==> config.mk <==
export PLATFORM = sky130hd
export DESIGN_NAME = jk_count_sequencer_flat
export DESIGN_NICKNAME = d
export VERILOG_FILES = /design/src/rtl/jk_count_sequencer_if.sv /design/src/rtl/jk_count_sequencer.sv /design/src/flat_wrapper.sv
export SDC_FILE = /design/constraint.sdc
export NUM_CORES = 1
export LEC_CHECK = 0
export CORE_AREA = 2 2 39 41
export CTS_CLUSTER_SIZE = 40
export DETAILED_ROUTE_END_ITERATION = 8
export DIE_AREA = 0 0 41 43
export PLACE_DENSITY = 0.64
export SKIP_LAST_GASP = 1
export SYNTH_ARGS = -nofsm -noshare
export SYNTH_HDL_FRONTEND = slang
export SYNTH_SLANG_ARGS = --single-unit
==> constraint.sdc <==
create_clock -name clk -period 1.3 [get_ports clk]
set_input_delay 0.26 -clock clk [delete_from_list [all_inputs] [get_ports clk]]
set_output_delay 0.26 -clock clk [all_outputs]
set_load 0.01 [all_outputs]
==> src/rtl/jk_count_sequencer_if.sv <==
`default_nettype none
// ============================================================================
//  Module   : jk_count_sequencer_if
//  Purpose  : Handshake and JK-bank signal bundle between a controller and
//             the jk_count_sequencer.
//  Revision : 1.0  initial release
// ============================================================================
interface jk_count_sequencer_if #(
    parameter int WIDTH = 2
);
    logic             start;
    logic             stop;
    logic             ack;
    logic [WIDTH-1:0] q_fb;
    logic [WIDTH-1:0] j;
    logic [WIDTH-1:0] k;
    logic [WIDTH-1:0] count;
    logic             busy;
    logic             done;
    logic             fb_err;

    // Controller side: issues commands and returns the bank's Q outputs.
    modport master (
        output start, stop, ack, q_fb,
        input  j, k, count, busy, done, fb_err
    );

    // Sequencer side.
    modport slave (
        input  start, stop, ack, q_fb,
        output j, k, count, busy, done, fb_err
    );
endinterface
`default_nettype wire

==> src/rtl/jk_count_sequencer.sv <==
`default_nettype none
// ============================================================================
//  Module   : jk_count_sequencer
//  Purpose  : Drives J/K excitation for a bank of JK flip-flops so that the
//             bank counts 0..TERMINAL, then holds and raises done until ack.
//             Optional macro JK_FB_CHECK_EN enables a sticky comparison of
//             the bank's Q feedback against the internal count mirror.
//  Revision : 1.0  initial release
// ============================================================================
module jk_count_sequencer #(
    parameter int WIDTH        = 2,
    parameter int TERMINAL     = 3,
    parameter bit AUTO_RESTART = 1'b0
) (
    input  wire logic            clk,
    input  wire logic            rst,
    jk_count_sequencer_if.slave  bus
);

    // Terminal value must be reachable without the count wrapping.
    if ((TERMINAL < 1) || (TERMINAL > ((2 ** WIDTH) - 1))) begin : g_bad_terminal
        $error("jk_count_sequencer: TERMINAL must lie in 1 .. 2**WIDTH-1");
    end

    localparam logic [WIDTH-1:0] c_terminal = WIDTH'(TERMINAL);

    typedef enum logic [1:0] {
        S_IDLE  = 2'd0,
        S_CLEAR = 2'd1,
        S_COUNT = 2'd2,
        S_DONE  = 2'd3
    } state_t;

    state_t           r_state;
    logic [WIDTH-1:0] r_count;
    logic [WIDTH-1:0] w_next;
    logic             w_at_term;
    logic             w_fb_mismatch;
    logic             w_accept_start;

    assign w_next         = r_count + WIDTH'(1);
    assign w_at_term      = (r_count == c_terminal);
    assign w_accept_start = (r_state == S_IDLE) && bus.start && !bus.stop;

`ifdef JK_FB_CHECK_EN
    logic r_fb_err;

    // Bank and mirror agree one cycle after every edge, so any difference
    // seen while counting or holding is a real bank fault.
    assign w_fb_mismatch = ((r_state == S_COUNT) || (r_state == S_DONE)) &&
                           (bus.q_fb != r_count);

    // Sticky fault flag, cleared only by reset or a freshly accepted start.
    always_ff @(posedge clk or posedge rst) begin
        if (rst) begin
            r_fb_err <= 1'b0;
        end else if (w_accept_start) begin
            r_fb_err <= 1'b0;
        end else if (w_fb_mismatch) begin
            r_fb_err <= 1'b1;
        end
    end

    assign bus.fb_err = r_fb_err;
`else
    logic w_unused_q_fb;

    assign w_fb_mismatch = 1'b0;
    assign w_unused_q_fb = ^bus.q_fb;
    assign bus.fb_err    = 1'b0;
`endif

    // Sequencing state and the count mirror of the bank.
    always_ff @(posedge clk or posedge rst) begin
        if (rst) begin
            r_state <= S_IDLE;
            r_count <= '0;
        end else begin
            case (r_state)
                S_IDLE: begin
                    if (w_accept_start) begin
                        r_state <= S_CLEAR;
                    end
                end
                S_CLEAR: begin
                    r_count <= '0;
                    r_state <= bus.stop ? S_IDLE : S_COUNT;
                end
                S_COUNT: begin
                    if (w_fb_mismatch) begin
                        r_state <= S_IDLE;
                    end else if (w_at_term) begin
                        r_state <= bus.stop ? S_IDLE : S_DONE;
                    end else begin
                        // The bank takes this cycle's excitation even on stop,
                        // so the mirror advances with it.
                        r_count <= w_next;
                        r_state <= bus.stop ? S_IDLE : S_COUNT;
                    end
                end
                S_DONE: begin
                    if (w_fb_mismatch) begin
                        r_state <= S_IDLE;
                    end else if (AUTO_RESTART) begin
                        r_state <= S_CLEAR;
                    end else if (bus.ack) begin
                        r_state <= S_IDLE;
                    end
                end
                default: r_state <= S_IDLE;
            endcase
        end
    end

    // Output decode from registered state and count only.
    always_comb begin
        bus.j    = '0;
        bus.k    = '0;
        bus.busy = 1'b0;
        bus.done = 1'b0;
        case (r_state)
            S_CLEAR: begin
                bus.k    = '1;
                bus.busy = 1'b1;
            end
            S_COUNT: begin
                bus.busy = 1'b1;
                if (!w_at_term) begin
                    bus.j = ~r_count & w_next;
                    bus.k = r_count & ~w_next;
                end
            end
            S_DONE: begin
                bus.done = 1'b1;
            end
            default: ;
        endcase
    end

    assign bus.count = r_count;

endmodule
`default_nettype wire

==> src/flat_wrapper.sv <==
// flat-port wrapper written by rule: the top's interface ports become plain ports
module jk_count_sequencer_flat 
#(
    parameter int WIDTH        = 2,
    parameter int TERMINAL     = 3,
    parameter bit AUTO_RESTART = 1'b0
)
  (clk, rst, bus_start, bus_stop, bus_ack, bus_q_fb, bus_j, bus_k, bus_count, bus_busy, bus_done, bus_fb_err);
  jk_count_sequencer_if #(.WIDTH(WIDTH)) bus_i ();
  input  wire logic clk;
  input  wire logic rst;
  input wire logic [$bits(bus_i.start)-1:0] bus_start;
  input wire logic [$bits(bus_i.stop)-1:0] bus_stop;
  input wire logic [$bits(bus_i.ack)-1:0] bus_ack;
  input wire logic [$bits(bus_i.q_fb)-1:0] bus_q_fb;
  output wire logic [$bits(bus_i.j)-1:0] bus_j;
  output wire logic [$bits(bus_i.k)-1:0] bus_k;
  output wire logic [$bits(bus_i.count)-1:0] bus_count;
  output wire logic [$bits(bus_i.busy)-1:0] bus_busy;
  output wire logic [$bits(bus_i.done)-1:0] bus_done;
  output wire logic [$bits(bus_i.fb_err)-1:0] bus_fb_err;
  assign bus_i.start = bus_start;
  assign bus_i.stop = bus_stop;
  assign bus_i.ack = bus_ack;
  assign bus_i.q_fb = bus_q_fb;
  assign bus_j = bus_i.j;
  assign bus_k = bus_i.k;
  assign bus_count = bus_i.count;
  assign bus_busy = bus_i.busy;
  assign bus_done = bus_i.done;
  assign bus_fb_err = bus_i.fb_err;
  jk_count_sequencer #(.WIDTH(WIDTH), .TERMINAL(TERMINAL), .AUTO_RESTART(AUTO_RESTART)) u_core (.clk(clk), .rst(rst), .bus(bus_i));
endmodule
==> summary.txt <==
Synth
  • Async SR Flop Fraction: 1.00
  • Area leader, netlist: dfrtp_1
  • Syn avg cell area: 10.0 um^2
  • Synth area leaders: dfrtp_1 27%, ha_1 27%, mux2i_1 5.4%, inv_1 5.1%, nor2b_4 3.7%
  • Sequential area share after synthesis: 0.269
  • Area fraction of the dominant cell type after synthesis: 0.269
  • Number of enable flip-flop cells after synthesis: 0
  • Syn Nets: 52
  • Yosys cell types: 21
  • Yosys reg bits: 4
  • Synthesized area: 372 um^2
  • Ys flop type: dfrtp_1
  • Post-Synthesis Cells: 37
  • YS warnings: 0

Power
  • Leakage dissipation: 0.394 nW
  • VDD IR-drop max: 1.08 mV
  • P per Cell Area: 1890 mW/mm^2
  • Tot Pwr: 1.51 mW

Routing
  • 1st-pass router iterations: 4
  • DR vias: 387
  • Post-DRT Antenna Nets: 0
  • DRC viols: 0
  • DRT Wirelength: 1.06 mm
  • Via/cell ratio: 4.30
  • DRT iter0 DRCs: 2
  • Wire length per cell: 11.7 um

STA
  • F_max: 637 MHz
  • Layout Skew: 0.672 ps
  • Final setup viols: 11
  • RSZ-0062 raised after global routing: yes
  • Setup TNS: -2140 ps
  • Max Slew Vio Count: 0
  • Fin. Hold Viols: 0
  • Final worst setup slack: -271 ps
  • Crit share post-route: 1.21
  • Crit path time final: 1570 ps

Worst setup path
  • Worst Setup Start Kind: flip-flop
  • CP max stage cell: dfrtp_2
  • Critical Path RT: 1040 ps
  • Worst Path Max Fanout: 6
  • Crit-path leading delay family: flip-flops
  • Crit-path cells: ha_1, and2_4, o21a_1, buf_2
  • CP endpoint kind: primary output
  • Worst Path Arrival: 1310 ps
  • Max incr delay on CP: 430 ps
  • WP buf/inv: 1
  • Worst Path Class, Setup: flip-flop to primary output

Final layout
  • Diodes inserted: 0
  • # fillers: 121
  • Footprint of the multi-input gates: 363 um^2
  • Final Util: 0.579
  • Fraction of layout cells with a size suffix above 1: 0.743
  • Area grow syn2layout: 115%
  • Post-layout nets: 91
  • Register area: 101 um^2
  • Post-route cell area: 801 um^2

Floorplan
  • Starting Density: 0.269
  • FP Rows: 14
  • Core box area: 0.00138 mm^2
  • Ports: 16
  • Die height: 43 um
  • Full die area: 0.00176 mm^2
  • Die width: 41 um

Placement
  • Post-detail-place hpwl: 641 um
  • Port bufs: 12
  • Gpl congestion: 0.664
  • Placement Setup Slack: -461 ps
  • Placed inst area: 607 um^2

Clock network
  • Worst-skew pair later-pin latency: 230 ps
  • # hold bufs at CTS: 0
  • CTS Buffer Depth: 2
  • CTS tree: yes
  • CTS Buf Count: 3
  • CTS Sinks: 4
  • Clock-pin transition on the worst setup and hold timing paths: 40 ps
  • CTS Root Cell: clkbuf_4
  • H-Tree Depth: 1

GRT
  • GRT Residual Overflow: 0
  • Global-route wire length before repair: 1.55 mm
  • GRT Overall Usage: 0.133
  • Initial antenna violation count: 0
  • Pin count of the biggest net entering global routing: 7
  • Vias in the first global route: 388

Outcome
  • Violated checks: setup timing
  • Status: complete, but fails checks

Job
  • Max-cap violation count: 0

Hold path
  • Hold WC Path Type: input port to asynchronous set/reset pin
-- state kept, by name, summed over array words and instances, names as in the netlist --
signal            count
u_core.r_state        2
u_core.bus.count      2
-- report_power, final --
| part | switching (mW) | internal, mW |
|---|---|---|
| Combinational | 0.451 | 0.693 |
| Sequential | 0.0482 | 0.172 |
| Clock | 0.0468 | 0.103 |
-- worst register-to-register path: stages (launching register included) --
cell     delay [ps]
dfrtp_1         380
buf_6           130
buf_4           140
ha_4            160
nor2b_4         120
or4_4           480
o21ai_2          70
-- synth_stat cells (2+ instances only) --
master and count:
inv_1 5, mux2i_1 2, ha_1 8, dfrtp_1 4, nand2b_1 2
-- worst paths after layout --
kind | cells past startpoint | startpoint | to | slack (ps)
min in group clk | 3 | u_core.r_state[1] | u_core.r_state[1] | 690
worst min register to register | 3 | u_core.r_state[1] | u_core.r_state[1] | 690
worst max register to register | 6 | u_core.r_state[1] | u_core.r_state[1] | -250
worst max-delay path | 4 | u_core.bus.count[0] | bus_k[0] | -270
worst min-delay path | 2 | rst | u_core.bus.count[1] | 230
max in group asynchronous | 2 | rst | u_core.bus.count[0] | 900
-- layout make-up --
type / count / area share
Clock buffer: 3 / 0.0281
Inverter: 5 / 0.0266
Multi-Input combinational cell: 27 / 0.453
Sequential cell: 4 / 0.127
Tap cell: 16 / 0.0250
Timing Repair Buffer: 35 / 0.341
-- metrics by stage --
| step | instances | hold WS [ps] |
|---|---|---|
| floorplan | 37 | 26.1 |
| global placement | 74 | 460 |
| detailed placement | 74 | 463 |
| CTS | 89 | 220 |
| global route | 90 | 227 |
| finish | 90 | 228 |
-- cells in the final DEF, fill, tap and decap left out, types with 2 or more instances in the layout --
cell,instances
inv_2,2
inv_1,2
nand2b_1,2
buf_6,4
ha_2,2
buf_2,5
ha_4,5
buf_4,21
clkdlybuf4s50_1,4
dfrtp_1,3
clkbuf_4,3
-- cell families (layout without fill, tap and decap cells) --
| kind of cell | after synthesis | after routing | share of synthesized area |
|---|---|---|---|
| adders and majority gates | 8 | 8 | 0.269 |
| AOI/OAI and AO/OA | 5 | 5 | 0.0976 |
| and+or+nand+nor | 10 | 10 | 0.199 |
| muxes | 3 | 3 | 0.0842 |
| buffers and inverters | 6 | 43 | 0.0707 |
| DFF | 4 | 4 | 0.269 |
| other | 1 | 1 | 0.0101 |
-- metal layers --
metal	share of wire	routed length, um	global-route usage
met4	0	0	0.0800
met1	0.38	402	0.136
met5	0	0	0
met2	0.58	615	0.225
met3	0.037	39	0.0314
-- repair_timing --
action,4_1_cts,5_1_grt
pin swaps,2,2
buffers inserted,12,1
resized for setup,47,6
setup endpoints to repair,12,12
No activity file was read; power rests on OpenSTA's default activity.
